[config.mk]
export PLATFORM = sky130hd
export DESIGN_NAME = xcl_clock_gen_flat
export DESIGN_NICKNAME = d
export VERILOG_FILES = /design/src/rtl/xcl_clock_gen_if.sv /design/src/rtl/xcl_clock_gen.sv /design/src/flat_wrapper.sv
export SDC_FILE = /design/constraint.sdc
export NUM_CORES = 1
export LEC_CHECK = 0
export CAP_MARGIN = 5
export CORE_MARGIN = 4
export CORE_UTILIZATION = 35
export CTS_CLUSTER_DIAMETER = 200
export DETAILED_ROUTE_END_ITERATION = 8
export PLACE_DENSITY_LB_ADDON = 0.3
export SKIP_LAST_GASP = 1
export SLEW_MARGIN = 20
export SYNTH_ARGS = -nofsm -noshare
export SYNTH_HDL_FRONTEND = slang
export SYNTH_SLANG_ARGS = --single-unit
[constraint.sdc]
create_clock -name clk -period 0.8 [get_ports clk]
set_clock_uncertainty 0.05 [all_clocks]
set_input_delay 0.16 -clock clk [delete_from_list [all_inputs] [get_ports clk]]
set_output_delay 0.16 -clock clk [all_outputs]
set_load 0.005 [all_outputs]
[src/rtl/xcl_clock_gen_if.sv]
// XCL clock-generator status bundle: generated pixel clock plus lock flag.
// The generator drives both signals through the master modport.
`timescale 1ns/1ps
interface xcl_clock_gen_if;
   logic clk_25m;
   logic locked;

   modport master (output clk_25m, output locked);
   modport slave  (input  clk_25m, input  locked);
endinterface

[src/rtl/xcl_clock_gen.sv]
// Integer divider producing the e-ink XCL pixel clock from a reference clock,
// with a lock flag raised after LOCK_CYCLES stable output periods.
`timescale 1ns/1ps
module xcl_clock_gen #(
   parameter int DIV         = 4,
   parameter int LOCK_CYCLES = 64
) (
   input  logic          clk,
   input  logic          rst_n,
   xcl_clock_gen_if.master xcl
);

   localparam int CNT_W = ($clog2(DIV) < 1) ? 1 : $clog2(DIV);
   localparam int LK_W  = ($clog2(LOCK_CYCLES + 1) < 1) ? 1 : $clog2(LOCK_CYCLES + 1);
   localparam logic [CNT_W-1:0] CNT_MAX  = CNT_W'(DIV - 1);
   localparam logic [CNT_W-1:0] CNT_HALF = CNT_W'(DIV / 2);
   localparam logic [LK_W-1:0]  LK_MAX   = LK_W'(LOCK_CYCLES);

   generate
      if (DIV < 2) begin : g_bad_div
         $error("xcl_clock_gen: DIV must be >= 2");
      end
      if (LOCK_CYCLES < 1) begin : g_bad_lock
         $error("xcl_clock_gen: LOCK_CYCLES must be >= 1");
      end
   endgenerate

   logic [1:0]       r_sync;
   logic             w_div_rst_n;
   logic [CNT_W-1:0] r_cnt;
   logic             r_pos_q;
   logic             w_neg_q;
   logic             w_clk_25m;
   logic [LK_W-1:0]  r_lock_cnt;
   logic             r_locked;

   // Assertion is immediate; only the release edge is synchronized to clk.
   always_ff @(posedge clk or negedge rst_n) begin
      if (!rst_n) begin
         r_sync <= 2'b00;
      end else begin
         r_sync <= {r_sync[0], 1'b1};
      end
   end

   assign w_div_rst_n = r_sync[1];

   always_ff @(posedge clk or negedge w_div_rst_n) begin
      if (!w_div_rst_n) begin
         r_cnt   <= '0;
         r_pos_q <= 1'b0;
      end else begin
         r_pos_q <= (r_cnt < CNT_HALF);
         if (r_cnt == CNT_MAX) begin
            r_cnt <= '0;
         end else begin
            r_cnt <= r_cnt + CNT_W'(1);
         end
      end
   end

   // Odd ratios stretch the high phase by half a reference period.
   generate
      if ((DIV % 2) != 0) begin : g_odd
         logic r_neg_q;
         always_ff @(negedge clk or negedge w_div_rst_n) begin
            if (!w_div_rst_n) begin
               r_neg_q <= 1'b0;
            end else begin
               r_neg_q <= r_pos_q;
            end
         end
         assign w_neg_q = r_neg_q;
      end else begin : g_even
         assign w_neg_q = 1'b0;
      end
   endgenerate

   assign w_clk_25m = r_pos_q | w_neg_q;

   always_ff @(posedge w_clk_25m or negedge rst_n) begin
      if (!rst_n) begin
         r_lock_cnt <= '0;
         r_locked   <= 1'b0;
      end else if (r_lock_cnt != LK_MAX) begin
         r_lock_cnt <= r_lock_cnt + LK_W'(1);
         if (r_lock_cnt == LK_MAX - LK_W'(1)) begin
            r_locked <= 1'b1;
         end
      end
   end

   assign xcl.clk_25m = w_clk_25m;
   assign xcl.locked  = r_locked;

endmodule

[src/flat_wrapper.sv]
// flat-port wrapper written by rule: the top's interface ports become plain ports
module xcl_clock_gen_flat 
#(
   parameter int DIV         = 4,
   parameter int LOCK_CYCLES = 64
)
  (clk, rst_n, xcl_clk_25m, xcl_locked);
  xcl_clock_gen_if xcl_i ();
  input  logic clk;
  input  logic rst_n;
  output wire logic [$bits(xcl_i.clk_25m)-1:0] xcl_clk_25m;
  output wire logic [$bits(xcl_i.locked)-1:0] xcl_locked;
  assign xcl_clk_25m = xcl_i.clk_25m;
  assign xcl_locked = xcl_i.locked;
  xcl_clock_gen #(.DIV(DIV), .LOCK_CYCLES(LOCK_CYCLES)) u_core (.clk(clk), .rst_n(rst_n), .xcl(xcl_i));
endmodule
=== After elaboration in Yosys (flattened, before gate mapping) ===
Cells that the tools add are included.

* Muxes and demuxes: 1
* Add/sub/neg operators: 2
* Reductions and logical operators: 1
* Eq/ne operators: 3
* Magnitude comparators: 1

{| class="wikitable"
|+ Operators with widths
! kind !! number
|-
| $add A7 B1 Y7 const B || 1
|-
| $eq A7 B6 Y1 const B || 1
|-
| $ne A7 B7 Y1 const B || 1
|-
| $add A2 B1 Y2 const B || 1
|-
| $eq A2 B2 Y1 const B || 1
|-
| $lt A2 B2 Y1 const B || 1
|-
| $mux W2 || 1
|-
| $reduce_and A2 Y1 || 1
|}

* Word-level logic and storage cells: 13
* Input bits: 2
* Output and inout port bits: 2
* Register bits after elaboration: 13

=== Longest topological paths before layout ===
Gate-level depths: netlist of run 1.

* Depth in word-level cells: 2
* Mapped depth: 4
* Gate-level depth less buffers: 4

==> results of run 1 <==
[state kept, by name (all words and copies together), names as in the netlist]
name,flops
u_core.r_lock_cnt,7
u_core.r_cnt,2
u_core.r_sync,2
u_core.xcl.clk_25m,1
u_core.xcl.locked,1
[how the worst max path moves through the flow]
stage | depth (start not counted) | start | slack, ps | endpoint
2_1_floorplan | 1 | u_core.r_cnt[0] | -4 | u_core.r_cnt[1]
3_3_place_gp | 1 | u_core.xcl.clk_25m | -240 | xcl_clk_25m
3_5_place_dp | 1 | u_core.xcl.clk_25m | -250 | xcl_clk_25m
4_1_cts | 1 | u_core.xcl.clk_25m | -150 | xcl_clk_25m
5_1_grt | 1 | u_core.xcl.clk_25m | -200 | xcl_clk_25m
6_report | 1 | u_core.xcl.clk_25m | -140 | xcl_clk_25m
[cell families (layout without fill, tap and decap cells)]
family          after synthesis  after routing  share of synthesized area [%]
simple gates                  9              9                          10.41
flops                        13             13                          62.95
other cells                   1              1                         0.7257
xor+xnor                      6              6                          10.17
fa+ha+maj                     3              3                          7.265
compound gates                2              2                          2.665
mux                           1              1                          2.905
buf+inv                       4             15                          2.905
[power by group through the flow]
stage	sequential (mW)	combinational, mW	clock [mW]
after floorplan	0.265	0.000406	0
after global placement	0.265	0.0182	0
after detailed placement	0.266	0.0194	0
after CTS	0.262	0.0195	0.281
after global routing	0.262	0.0223	0.315
final	0.262	0.0189	0.272
[layer usage]
metal	up-vias	global-route usage (%)	part of all wire, %
met4	0	1.705	0
met3	0	3.125	4.2
met1	152	11.44	41
li1	146	-	-
met5	-	0	0
met2	4	17.03	54
[synthesized netlist by cell type]
cell type / number
xnor2_1: 4
dfrtp_1: 13
nor4_2: 1
nor2_1: 2
mux2_4: 1
nand3_1: 3
o31ai_1: 1
ha_1: 3
xor2_1: 2
nand2_1: 1
conb_1: 1
inv_1: 4
nand3_2: 1
nor3_1: 1
a31oi_1: 1
[through the flow]
| stage | instances | power [mW] | setup TNS (ps) |
|---|---|---|---|
| 2_1_floorplan | 39 | 0.2654 | -4.405 |
| 3_3_place_gp | 59 | 0.2835 | -249.1 |
| 3_5_place_dp | 59 | 0.2852 | -285.7 |
| 4_1_cts | 64 | 0.5625 | -171.6 |
| 5_1_grt | 65 | 0.5999 | -247.1 |
| 6_report | 65 | 0.5529 | -150.2 |
[cell type report]
| cell class | count | area, µm² |
|---|---|---|
| Multi-Input combinational cell | 22 | 178.9 |
| Fill cell | 131 | 730.7 |
| Sequential cell | 13 | 325.3 |
| Clock buffer | 4 | 26.28 |
| Timing Repair Buffer | 7 | 55.05 |
| Inverter | 4 | 15.01 |
| Tap cell | 15 | 18.77 |
[what timing repair did]
action,in CTS,in global routing
buffers inserted,1,1
hold endpoints to repair,3,0
pin swaps,1,1
gates resized for setup,4,1
setup endpoints to repair,3,3
==> impl_results.md, run 1 <==
- Peak per-stage delay on the critical path: about 370 ps
- Ant diodes: 0
- CTS tree: done
- Cells after Synth: 39
- Period minus WS final: 939.4 ps
- Power share of the clock group: between 40% and 50%
- Leak: between 0.2 and 0.3 nW
- Clk slew on worst S/H paths: approximately 40 ps
- Gpl congestion: 0.7715
- Post-placement cell area: 580.6 µm²
- Area Overhead vs Synth: 19.85%
- Post-route design area: about 620 µm²
- CTS root buffer: clkbuf_4
- Most common cell after layout, fill and taps aside: dfrtp_1
- Gr usage total: slightly below 10%
- Internal: between 400 and 500 µW
- # setup viols final: 2
- Gate power share: under 10%
- Worst reg2reg path startpoint: u_core.r_cnt[1]
- Routed len/inst: roughly 12 µm
- Part of the power in registers: 47.4%
- Period utilization: 117.4%
- MaxCap Viol Count: 0
- Area leader, netlist: dfrtp_1
- RSZ-0062 raised after global routing: yes
- Crit path kind: register to primary output
- FP Rows: 13
- Fin. Hold Viols: 3
- First-pass GRT wire length: between 1 and 1.5 mm
- Crit start category: register
- Share of layout cells above drive strength 1: 24.00%
- Status: finished with violations
- Post-layout util: ~46%
- HP Class: register to asynchronous set/reset pin
- Slew Viols, Final: 0
- Most frequent cells in the layout: dfrtp_1 (13), inv_1 (4), xnor2_1 (4), buf_4 (4)
- Hold WS: -9.812 ps
- Die ar.: between 2000 and 2500 µm²
- Worst-case clock buffer depth: 2
- Vias in the first global route: between 300 and 400
- Final setup margin: -139.4 ps
- DR vias: 302
- Routed Antenna Nets: 0
- Slowest-stage cell, CP: dfrtp_1
- Delay-heaviest family, CP: flip-flops
- FMAX: about 1100 MHz
- WP data arrival: between 700 and 800 ps
- Post-synthesis sequential area ratio: 62.95%
- Worst Path Max Fanout: 2
- Worst Path Required: a little under 600 ps
- Distinct cells, synth: 15
- Sw Share: around 18%
- Dpl ws: -250.9 ps
- Crit. End Element: primary output
- Avg Inst Size Synth: between 10 and 15 µm²
- Total CTS buffers: 3
- Largest net degree at the start of global routing: 9
- Die extent in x: 46.43 µm
- Starting Density: between 30% and 40%
- Vias/cell: 4.646
- Mapped Nets: 44
- Endpoints left unconstrained: 9
- Count of unclocked register or latch pins: 8
- Initial antenna violation count: 0
- Synth top area cells: dfrtp_1 (63%), ha_1 (7.3%), xnor2_1 (6.8%)
- Yosys warns: 0
- Total grt overflow: 0
- Post-DP HPWL: 634.1 µm
- Reg2Reg Depth: 1
- Seq cells post-synth: 13
- I/O pins: 4
- Post-Syn Area: around 520 µm²
- Port bufs: 3
- Critical Path, Cell by Cell: buf_2
- Clk_lat worst skew: 230 ps
- DR pass1 iterations: 2
- Nets: 56
- PD cells: between 800 and 900 nW/µm²
- Buffer and inverter count on the worst path: 1
- Final wirelength: between 700 and 800 µm
- Area of the core: around 1400 µm²
- Chip height: ~46 µm
- Worst vdd ir: 0.7302 mV
- P_sw: a little under 100 µW
- H-tree depth: 1
- RR Endpoint: u_core.r_cnt[1]
- Failing checks: negative hold slack, negative setup slack
- Reg2reg setup slack: -10 ps
- Top cell type's share of synthesized area: 62.95%
- Initial DRC Count: 1
- DRC: 0
Note: power is estimated with default switching activity, not from simulation.
==> inputs of run 2 (changes only) <==
CAP_MARGIN = 20   (was 5)
==> results of run 2 <==
Final layout, timing and power as in run 1 (identical DEF).
==> inputs of run 3 (changes only) <==
HOLD_SLACK_MARGIN = 0.15   (was unset)
TNS_END_PERCENT = 50   (was unset)
==> impl_results.md, run 3 (synthesized netlist as in run 1, its figures left out) <==
- Max reg flops: 7 (unchanged)
- Clk slew on worst S/H paths: 40 ps (about the same)
- Die ar.: 2155 µm² (unchanged)
- Routed len/inst: 11.97 µm (-0.77%)
- Period minus WS final: 936.5 ps (-2.912 ps)
- DRC: 0 (unchanged)
- RSZ-0062 raised after global routing: yes
- Vias in the first global route: 339 (-1.5%)
- Delay-heaviest family, CP: flip-flops
- Post-Place Cells: 59 (unchanged)
- Failing checks: negative hold slack, negative setup slack
- Worst Path Max Fanout: 2 (unchanged)
- I/O pins: 4 (unchanged)
- Die extent in x: 46.43 µm (unchanged)
- Port bufs: 3 (unchanged)
- Gr usage total: 9.662% (unchanged)
- Nets: 54 (-3.6%)
- Most flops, register: u_core.r_lock_cnt
- Sw Share: 18.06% (+0.13 points)
- P_sw: 100.0 µW (+0.87%)
- Final wirelength: 754 µm (-3.8%)
- Gpl congestion: 0.7715 (unchanged)
- Initial DRC Count: 1 (unchanged)
- DR pass1 iterations: 2 (unchanged)
- Post-DP HPWL: 634.1 µm (unchanged)
- Most frequent cells in the layout: dfrtp_1 (13), inv_1 (4), xnor2_1 (4)
- Worst vdd ir: 0.7301 mV (about the same)
- WP data arrival: 730 ps (about the same)
- Power share of the clock group: 49.3% (about the same)
- FP Rows: 13 (unchanged)
- Initial antenna violation count: 0 (unchanged)
- Buffer and inverter count on the worst path: 1 (unchanged)
- Endpoints left unconstrained: 9 (unchanged)
- Reg area: 325.3 µm² (unchanged)
- Crit. End Element: primary output
- Final Non-Filler Cells: 63 (-3.1%)
- Peak per-stage delay on the critical path: 370 ps (about the same)
- HP Class: register to asynchronous set/reset pin
- MaxCap Viol Count: 0 (unchanged)
- Period utilization: 117.1% (-0.36 points)
- Total grt overflow: 0 (unchanged)
- # setup viols final: 2 (unchanged)
- Status: finished with violations
- Worst-case clock buffer depth: 2 (unchanged)
- CTS tree: done
- Biggest regs: u_core.r_lock_cnt (7), u_core.r_cnt (2), u_core.r_sync (2)
- Setup TNS: -168.4 ps (-18.21 ps)
- PD cells: 920.1 nW/µm² (+3.1%)
- Hold WS: -12.76 ps (-2.944 ps)
- Starting Density: 38.28% (unchanged)
- CTS root buffer: clkbuf_4
- Total CTS buffers: 3 (unchanged)
- Area of the core: 1350 µm² (unchanged)
- Leak: 0.2766 nW (-2.7%)
- Chip height: 46.43 µm (unchanged)
- Setup Buffers After CTS: 0 (-1)
- Filler Cell Count: 128 (-2.3%)
- Share of layout cells above drive strength 1: 18.75% (-5.2 points)
- Internal: 453.7 µW (about the same)
- Routed Antenna Nets: 0 (unchanged)
- Ant diodes: 0 (unchanged)
- Crit start category: register
- H-tree depth: 1 (unchanged)
- Worst Path Required: 590 ps (about the same)
- FMAX: 1068 MHz (+0.31%)
- Gate power share: 3.4% (about the same)
- Count of unclocked register or latch pins: 8 (unchanged)
- Total power: 553.8 µW (+0.16%)
- DR vias: 293 (-3.0%)
- Largest net degree at the start of global routing: 9 (unchanged)
- Critical Path, Cell by Cell: buf_2
- Vias/cell: 4.651 (about the same)
- Part of the power in registers: 47.3% (about the same)
- Slowest-stage cell, CP: dfrtp_1
- Area of the multi-input gates: 176.4 µm² (-1.4%)
- Final setup margin: -136.5 ps (+2.912 ps)
- Most common cell after layout, fill and taps aside: dfrtp_1
- Area Overhead vs Synth: 16.46%
- Crit path kind: register to primary output
- Fin. Hold Viols: 3 (unchanged)
- First-pass GRT wire length: 1.476 mm (unchanged)
- Dpl ws: -250.9 ps (unchanged)
- Clk_lat worst skew: 230 ps (about the same)
- Slew Viols, Final: 0 (unchanged)
==> run 3: metrics by stage <==
| step | instance area [µm²] | utilization (%) |
|---|---|---|
| after floorplan | 516.7 | - |
| after global placement | 580.6 | 43.00 |
| after detailed placement | 580.6 | 43.00 |
| after CTS | 601.8 | 44.58 |
| after global routing | 601.8 | 44.58 |
| final | 601.8 | 44.58 |
==> run 3: repair_timing <==
item,in CTS,in global routing
endpoints found under the hold margin,5,5
endpoints found under the setup margin,3,3
resized for setup,4,0
==> run 3: final timing paths <==
path                                     to  cells after the start  slack [ps]          startpoint
min                         u_core.r_cnt[0]                      0         -10    u_core.r_sync[1]
min reg2reg                 u_core.r_cnt[0]                      0         -10    u_core.r_sync[1]
min in group clk           u_core.r_sync[1]                      0         300    u_core.r_sync[0]
max reg2reg                 u_core.r_cnt[1]                      1         -30     u_core.r_cnt[0]
max in group asynchronous  u_core.r_sync[0]                      1         470               rst_n
max                             xcl_clk_25m                      1        -140  u_core.xcl.clk_25m
==> run 3: area by class of cell <==
type                            count  area share, %
Clock buffer                        4          4.366
Timing Repair Buffer                5          6.653
Multi-Input combinational cell     22          29.31
Tap cell                           15          3.119
Sequential cell                    13          54.05
Inverter                            4          2.495
==> run 3: per-layer routing <==
layer	part of all wire [%]	vias to the layer above	global-route usage [%]
li1	-	142	-
met1	43	147	11.44
met2	53	4	17.03
met3	4.4	0	3.125
met4	0	0	1.705
met5	0	-	0
==> run 3: power groups by stage <==
stage / logic (mW) / registers, mW / clock network (mW)
floorplan: 0.000406 / 0.265 / 0
global placement: 0.0182 / 0.265 / 0
detailed placement: 0.0194 / 0.266 / 0
CTS: 0.0195 / 0.262 / 0.281
global route: 0.0223 / 0.262 / 0.315
finish: 0.0189 / 0.262 / 0.273
